**config.mk**
```make
export PLATFORM = sky130hd
export DESIGN_NAME = psram_xfer_arb
export DESIGN_NICKNAME = d
export VERILOG_FILES = /design/src/rtl/psram_xfer_arb.sv
export SDC_FILE = /design/constraint.sdc
export NUM_CORES = 1
export LEC_CHECK = 0
export ABC_AREA = 0
export BUFFER_PORTS_ARGS = -buffer_cell sky130_fd_sc_hd__buf_2
export CAP_MARGIN = 20
export CORE_AREA = 2 2 161 163
export DETAILED_ROUTE_END_ITERATION = 10
export DIE_AREA = 0 0 163 165
export HOLD_SLACK_MARGIN = 0.12
export SYNTH_ARGS = -nofsm -noshare
export SYNTH_HDL_FRONTEND = slang
export SYNTH_SLANG_ARGS = --single-unit
```
**constraint.sdc**
```tcl
create_clock -name clk_i -period 2.6 [get_ports clk_i]
set_clock_uncertainty 0.2 [all_clocks]
set_input_delay 0.13 -clock clk_i [delete_from_list [all_inputs] [get_ports clk_i]]
set_output_delay 0.13 -clock clk_i [all_outputs]
set_load 0.05 [all_outputs]
```
**src/rtl/psram_xfer_arb.sv**
```systemverilog
// -----------------------------------------------------------------------------
// psram_xfer_arb
//
// Arbitrates between the two PSRAM requesters (cfg = APB configuration path,
// bus = AXI4 slave FSM) and sequences one transfer at a time onto the single
// psram_core transfer port. A granted command is latched, offered to the core
// with a valid/ready handshake, then the block waits for the core's done pulse
// (or a timeout), returns read data with a done/err pulse to the owner, and
// holds off the next grant for a programmable recovery gap.
//
// Parameters
//   FIXED_PRIO   0: round-robin on ties, 1: cfg always wins ties
//   TIMEOUT_CYC  cycles allowed in WAIT before the transfer ends with err=1
//
// Ports
//   clk_i, rst_i                 clock, synchronous active-high reset
//   en_i                         arbitration enable (only gates new grants)
//   recy_i[7:0]                  recovery gap, sampled when a transfer ends
//   cfg_req_i/rdwr/addr/wdata    cfg command (level request, 1 = read)
//   cfg_done_o/err_o/rdata_o     cfg completion pulse, timeout flag, read byte
//   bus_req_i/rdwr/addr/wdata/mask  bus command (level request, 1 = read)
//   bus_done_o/err_o/rdata_o     bus completion pulse, timeout flag, read data
//   xfer_valid_o, xfer_ready_i   transfer handshake towards the core
//   xfer_rdwr/cflg/addr/wdata/mask_o  latched command fields
//   xfer_done_i, xfer_rdata_i    core completion pulse and read data
//   busy_o                       high whenever the sequencer is not idle
//   owner_o                      last or current grant (1 = cfg)
// -----------------------------------------------------------------------------
module psram_xfer_arb #(
   parameter bit FIXED_PRIO  = 1'b0,
   parameter int TIMEOUT_CYC = 4096
) (
   input  logic        clk_i,
   input  logic        rst_i,
   input  logic        en_i,
   input  logic [7:0]  recy_i,
   input  logic        cfg_req_i,
   input  logic        cfg_rdwr_i,
   input  logic [31:0] cfg_addr_i,
   input  logic [7:0]  cfg_wdata_i,
   output logic        cfg_done_o,
   output logic        cfg_err_o,
   output logic [7:0]  cfg_rdata_o,
   input  logic        bus_req_i,
   input  logic        bus_rdwr_i,
   input  logic [31:0] bus_addr_i,
   input  logic [63:0] bus_wdata_i,
   input  logic [7:0]  bus_mask_i,
   output logic        bus_done_o,
   output logic        bus_err_o,
   output logic [63:0] bus_rdata_o,
   output logic        xfer_valid_o,
   input  logic        xfer_ready_i,
   output logic        xfer_rdwr_o,
   output logic        xfer_cflg_o,
   output logic [31:0] xfer_addr_o,
   output logic [63:0] xfer_wdata_o,
   output logic [7:0]  xfer_mask_o,
   input  logic        xfer_done_i,
   input  logic [63:0] xfer_rdata_i,
   output logic        busy_o,
   output logic        owner_o
);

   // Timeout counter is wide enough to hold TIMEOUT_CYC itself so it can
   // saturate without wrapping back into the timeout comparison.
   localparam int TW = $clog2(TIMEOUT_CYC + 1);
   localparam logic [TW-1:0] TO_LAST = TW'(TIMEOUT_CYC - 1);
   localparam logic [TW-1:0] TO_MAX  = {TW{1'b1}};

   typedef enum logic [1:0] {
      ST_IDLE,
      ST_ISSUE,
      ST_WAIT,
      ST_RECY
   } state_t;

   state_t        state;
   state_t        state_next;
   logic [TW-1:0] to_cnt;
   logic [7:0]    recy_cnt;
   logic          owner;

   logic          grant;
   logic          pick_cfg;
   logic          xfer_end;
   logic          timeout_hit;

   // State register.
   always_ff @(posedge clk_i) begin
      if (rst_i) begin
         state <= ST_IDLE;
      end else begin
         state <= state_next;
      end
   end

   // Next-state logic plus the one-cycle decisions the datapath acts on:
   // grant/pick_cfg in IDLE, xfer_end/timeout_hit in WAIT. A core done that
   // lands on the timeout cycle is treated as a normal completion.
   always_comb begin
      state_next  = state;
      grant       = 1'b0;
      pick_cfg    = 1'b0;
      xfer_end    = 1'b0;
      timeout_hit = 1'b0;
      case (state)
         ST_IDLE: begin
            if (en_i && (cfg_req_i || bus_req_i)) begin
               grant      = 1'b1;
               state_next = ST_ISSUE;
               if (cfg_req_i && bus_req_i) begin
                  pick_cfg = FIXED_PRIO ? 1'b1 : ~owner;
               end else begin
                  pick_cfg = cfg_req_i;
               end
            end
         end
         ST_ISSUE: begin
            if (xfer_ready_i) begin
               state_next = ST_WAIT;
            end
         end
         ST_WAIT: begin
            if (xfer_done_i) begin
               xfer_end   = 1'b1;
               state_next = ST_RECY;
            end else if (to_cnt == TO_LAST) begin
               xfer_end    = 1'b1;
               timeout_hit = 1'b1;
               state_next  = ST_RECY;
            end
         end
         ST_RECY: begin
            if (recy_cnt == 8'd0) begin
               state_next = ST_IDLE;
            end
         end
         default: begin
            state_next = ST_IDLE;
         end
      endcase
   end

   // Datapath: command latch, counters and registered outputs. Valid and busy
   // are registered from the next state so they line up with the state
   // register without any combinational decode on the outputs.
   always_ff @(posedge clk_i) begin
      if (rst_i) begin
         owner        <= 1'b0;
         to_cnt       <= '0;
         recy_cnt     <= 8'd0;
         xfer_valid_o <= 1'b0;
         xfer_rdwr_o  <= 1'b0;
         xfer_addr_o  <= 32'd0;
         xfer_wdata_o <= 64'd0;
         xfer_mask_o  <= 8'd0;
         busy_o       <= 1'b0;
         cfg_done_o   <= 1'b0;
         cfg_err_o    <= 1'b0;
         cfg_rdata_o  <= 8'd0;
         bus_done_o   <= 1'b0;
         bus_err_o    <= 1'b0;
         bus_rdata_o  <= 64'd0;
      end else begin
         cfg_done_o   <= 1'b0;
         cfg_err_o    <= 1'b0;
         bus_done_o   <= 1'b0;
         bus_err_o    <= 1'b0;
         xfer_valid_o <= (state_next == ST_ISSUE);
         busy_o       <= (state_next != ST_IDLE);

         if (grant) begin
            owner <= pick_cfg;
            if (pick_cfg) begin
               xfer_rdwr_o  <= cfg_rdwr_i;
               xfer_addr_o  <= cfg_addr_i;
               xfer_wdata_o <= {56'd0, cfg_wdata_i};
               xfer_mask_o  <= 8'h01;
            end else begin
               xfer_rdwr_o  <= bus_rdwr_i;
               xfer_addr_o  <= bus_addr_i;
               xfer_wdata_o <= bus_wdata_i;
               xfer_mask_o  <= bus_mask_i;
            end
         end

         if (state == ST_ISSUE && xfer_ready_i) begin
            to_cnt <= '0;
         end else if (state == ST_WAIT && to_cnt != TO_MAX) begin
            to_cnt <= to_cnt + TW'(1);
         end

         if (xfer_end) begin
            recy_cnt <= recy_i;
            if (owner) begin
               cfg_done_o <= 1'b1;
               cfg_err_o  <= timeout_hit;
               if (!timeout_hit) begin
                  cfg_rdata_o <= xfer_rdata_i[7:0];
               end
            end else begin
               bus_done_o <= 1'b1;
               bus_err_o  <= timeout_hit;
               if (!timeout_hit) begin
                  bus_rdata_o <= xfer_rdata_i;
               end
            end
         end else if (state == ST_RECY && recy_cnt != 8'd0) begin
            recy_cnt <= recy_cnt - 8'd1;
         end
      end
   end

   assign owner_o     = owner;
   assign xfer_cflg_o = owner;

endmodule

```
==> flow_summary.rst <==
.. list-table::
   :header-rows: 1

   * - Metric
     - Value
   * - Run status
     - finished clean
   * - Required time at the endpoint of the critical path
     - 2.83 ns
   * - First-pass GRT wire length
     - approximately 46 mm
   * - Launching element type of the critical path
     - flip-flop
   * - Largest vdd supply drop
     - roughly 0.00035 V
   * - Type of the tightest min-delay check
     - input pin to flip-flop
   * - Clock buffers created by TritonCTS
     - 24
   * - M1 wire length
     - approximately 12 mm
   * - Final weighted congestion in routability-driven placement
     - 0.789
   * - CP max FO
     - 51
   * - Worst setup timing slack at the placement stage
     - around 0.21 ns
   * - Uppermost metal layer occupied by signal nets
     - met4
   * - Number of vias in the routed layout
     - about 9500
   * - Ports
     - 410
   * - Die ar.
     - 26900 um2
   * - Root buffer selected by CTS
     - sky130_fd_sc_hd__clkbuf_16
   * - Number of search-and-repair iterations in the first detailed-routing pass
     - 7
   * - Seq/Total Area, Yosys
     - a little over half
   * - Actual transition at the worst max-transition pin
     - 0.883 ns
   * - P_leak
     - ~5.8 nW
   * - Rows
     - 58
   * - Via count of the first global-routing pass
     - 9338
   * - Number of enable-type register cells in the synthesized netlist
     - 0
   * - Part of the cycle the worst path needs
     - 94.8%
   * - Chip Height
     - 165 um
   * - Proportion of register bits with asynchronous set or reset after synthesis
     - 0%
   * - Starting Density
     - around a third
   * - Total length of routed met3 wires
     - 1.99 mm
   * - Top post-synthesis cells by count
     - sky130_fd_sc_hd__nand2_1, sky130_fd_sc_hd__dfxtp_1, sky130_fd_sc_hd__a21oi_1
   * - Slowest stage cell, crit path
     - sky130_fd_sc_hd__dlygate4sd3_1
   * - Avg Cell Area, Syn
     - 8.24 um2
   * - F_max
     - between 400 and 500 MHz
   * - Pwr dens
     - 600 nW/um2
   * - Number of failing setup endpoints in the final timing report
     - 0
   * - TritonCTS clock tree
     - built
   * - Time the worst path needs with I/O delays and setup
     - approximately 2.5 ns
   * - Final total negative setup slack
     - 0 ns
   * - Overall Global Routing Usage
     - 21.1%
   * - Number of cells produced by synthesis
     - roughly 950
   * - Final slew viol count
     - 0
   * - Crit path kind
     - flip-flop to flip-flop
   * - Die X-Extent
     - 163 um
   * - Sum of overflow across all layers after global routing
     - 0
   * - Synth Warn #
     - 0
   * - CP cell instances
     - nand2_1, nand2_4, buf_4, o221ai_1, dlygate4sd3_1, a21oi_1
   * - Most instantiated library cell after synthesis
     - sky130_fd_sc_hd__nand2_1
   * - Starting DRC count in detailed routing
     - 711
   * - Hold Violations, Final
     - 0
   * - Number of antenna violations at the first check in global routing
     - 0
   * - Pin count of the biggest net entering global routing
     - approximately 110
   * - #FFs+latches synth
     - between 200 and 250
   * - Most used DFF post-synth
     - sky130_fd_sc_hd__dfxtp_1
   * - MaxCap Viol Count
     - 0
   * - Share of the synthesized area in the top cell type
     - between 50% and 60%
   * - Detailed placement HPWL
     - ~18 mm
   * - Number of clock sinks
     - a little over 200
   * - Synthesized netlist net count
     - between 1000 and 1500
   * - Leading cell types by total area after synthesis
     - sky130_fd_sc_hd__dfxtp_1, sky130_fd_sc_hd__nand2_1, sky130_fd_sc_hd__a21oi_1
   * - Antenna-violating nets left
     - 0
   * - Worst endpoint data arrival time
     - 2.70 ns
   * - RSZ-0062 raised after global routing
     - no
   * - Worst skew pair latency
     - roughly 0.5 ns
   * - Met2 wire length
     - around 15 mm
   * - WL/cell
     - 15.8 um
   * - Port bufs
     - 409
   * - Combined area of all synthesized cells
     - 7850 um2
   * - Critical path endpoint category
     - flip-flop
   * - Total wire length
     - just over 30 mm
   * - Antenna diode instance count
     - 0
   * - Share of layout cells above drive strength 1
     - around 30%
   * - Ratio of routed vias to standard cells
     - slightly below 5
   * - Number of levels in the clock H-tree
     - 1
   * - Worst max-slew margin expressed relative to the limit
     - between 40% and 50%
   * - Max clock buf depth
     - 3
   * - PnR worst setup slack
     - approximately 0.14 ns
   * - Layout Nets
     - approximately 1800
   * - Clock-pin slew on the worst setup and hold paths
     - ~0.05 ns
   * - Cell type with the largest total area after synthesis
     - sky130_fd_sc_hd__dfxtp_1
   * - Placeable core region
     - approximately 25000 um2
   * - DRC errors left
     - 0
   * - Synth-to-Final Area Change
     - 74.7%
   * - Fillers
     - 2182
   * - Critical path's largest stage delay
     - approximately 0.60 ns
   * - Number of distinct standard cells referenced by the synthesized netlist
     - 46
## power by group
group          internal (mW)  switching, mW
registers               3.30         0.0747
logic                  0.616          0.982
clock network           1.93           1.31
## critical path: cells and delay by family, from the launching register on
family,cells,cell delay (ns)
AND/OR/NAND/NOR,2,0.56
flip-flops,1,0.33
AO/OA/AOI/OAI,2,0.31
buffers and inverters,2,0.98
## cell usage in the layout, fill, tap and decap left out, types with 4 or more instances in the layout
| cell | count |
|---|---|
| sky130_fd_sc_hd__nor3_1 | 9 |
| sky130_fd_sc_hd__clkbuf_1 | 9 |
| sky130_fd_sc_hd__clkbuf_8 | 6 |
| sky130_fd_sc_hd__buf_12 | 6 |
| sky130_fd_sc_hd__and3_1 | 4 |
| sky130_fd_sc_hd__inv_1 | 6 |
| sky130_fd_sc_hd__o221ai_1 | 41 |
| sky130_fd_sc_hd__nor4_1 | 4 |
| sky130_fd_sc_hd__xnor2_1 | 4 |
| sky130_fd_sc_hd__nand2_1 | 254 |
| sky130_fd_sc_hd__a211oi_1 | 6 |
| sky130_fd_sc_hd__buf_2 | 408 |
| sky130_fd_sc_hd__a21oi_1 | 182 |
| sky130_fd_sc_hd__xor2_1 | 5 |
| sky130_fd_sc_hd__buf_4 | 13 |
| sky130_fd_sc_hd__nand3_1 | 69 |
| sky130_fd_sc_hd__dlygate4sd3_1 | 274 |
| sky130_fd_sc_hd__mux2i_1 | 6 |
| sky130_fd_sc_hd__clkbuf_16 | 25 |
| sky130_fd_sc_hd__dfxtp_1 | 206 |
| sky130_fd_sc_hd__nand4_1 | 7 |
| sky130_fd_sc_hd__nor2_1 | 28 |
| sky130_fd_sc_hd__a31oi_1 | 4 |
## metal layers
layer / GRT usage, % / vias up
li1: - / 4580
met1: 24.5 / 4376
met2: 37.6 / 442
met3: 4.04 / 110
met4: 9.90 / 0
met5: 0 / -
## logic make-up (layout without fill, tap and decap cells)
| family | count (synthesis) | after routing | share of synthesized area (%) |
|---|---|---|---|
| AND/OR/NAND/NOR | 392 | 392 | 21.5 |
| AO/OA/AOI/OAI | 249 | 249 | 18.6 |
| flip-flops | 207 | 207 | 52.8 |
| buffers and inverters | 88 | 753 | 5.04 |
| XOR/XNOR | 9 | 9 | 1.00 |
| multiplexers | 6 | 6 | 0.765 |
| adder cells (fa/ha/maj) | 2 | 2 | 0.319 |
## layout make-up
type | count | area, um2 | area share, %
timing repair buffer | 702 | 5010 | 36.6
clock inverter | 4 | 22.5 | 0.164
clock buffer | 40 | 742 | 5.41
inverter | 7 | 26.3 | 0.192
multi-input combinational | 658 | 3350 | 24.4
tap | 330 | 413 | 3.01
sequential | 207 | 4150 | 30.2
## sequential cells by signal, summed over array words and instances (netlist names), 2 cells and up
name          cells
xfer_mask_o       8
cfg_rdata_o       8
to_cnt           13
state             2
xfer_addr_o      32
recy_cnt          8
bus_rdata_o      64
xfer_wdata_o     64
## per-stage QoR
| stage | util (%) | cell area [um2] | instances | hold slack, ns | power (mW) |
|---|---|---|---|---|---|
| global route | 54.8 | 13700 | 1948 | 0.208 | 8.55 |
| CTS | 54.7 | 13700 | 1948 | 0.189 | 8.30 |
| floorplan | - | 7850 | 953 | 0.0660 | 4.28 |
| detailed placement | 40.7 | 10200 | 1630 | 0.177 | 4.72 |
| global placement | 40.7 | 10200 | 1630 | 0.161 | 4.71 |
| finish | 54.8 | 13700 | 1948 | 0.215 | 8.22 |
## worst paths after layout
check / start / to / slack (ns) / cells after the start
min: recy_i[3] / recy_cnt[3]$_SDFFE_PP0P_ / 0.21 / 4
max: owner_o$_SDFFE_PP0P_ / xfer_addr_o[27]$_SDFFE_PP0P_ / 0.14 / 6
max reg2reg: owner_o$_SDFFE_PP0P_ / xfer_addr_o[27]$_SDFFE_PP0P_ / 0.14 / 6
min reg2reg: xfer_wdata_o[53]$_SDFFE_PP0P_ / xfer_wdata_o[53]$_SDFFE_PP0P_ / 0.24 / 2
## repair_timing
action	CTS	global route
hold endpoints to repair	207	0
setup buffers	0	0
setup endpoints to repair	0	46
resized for setup	0	3
hold buffers	274	0
(Power assumes the default switching activity.)
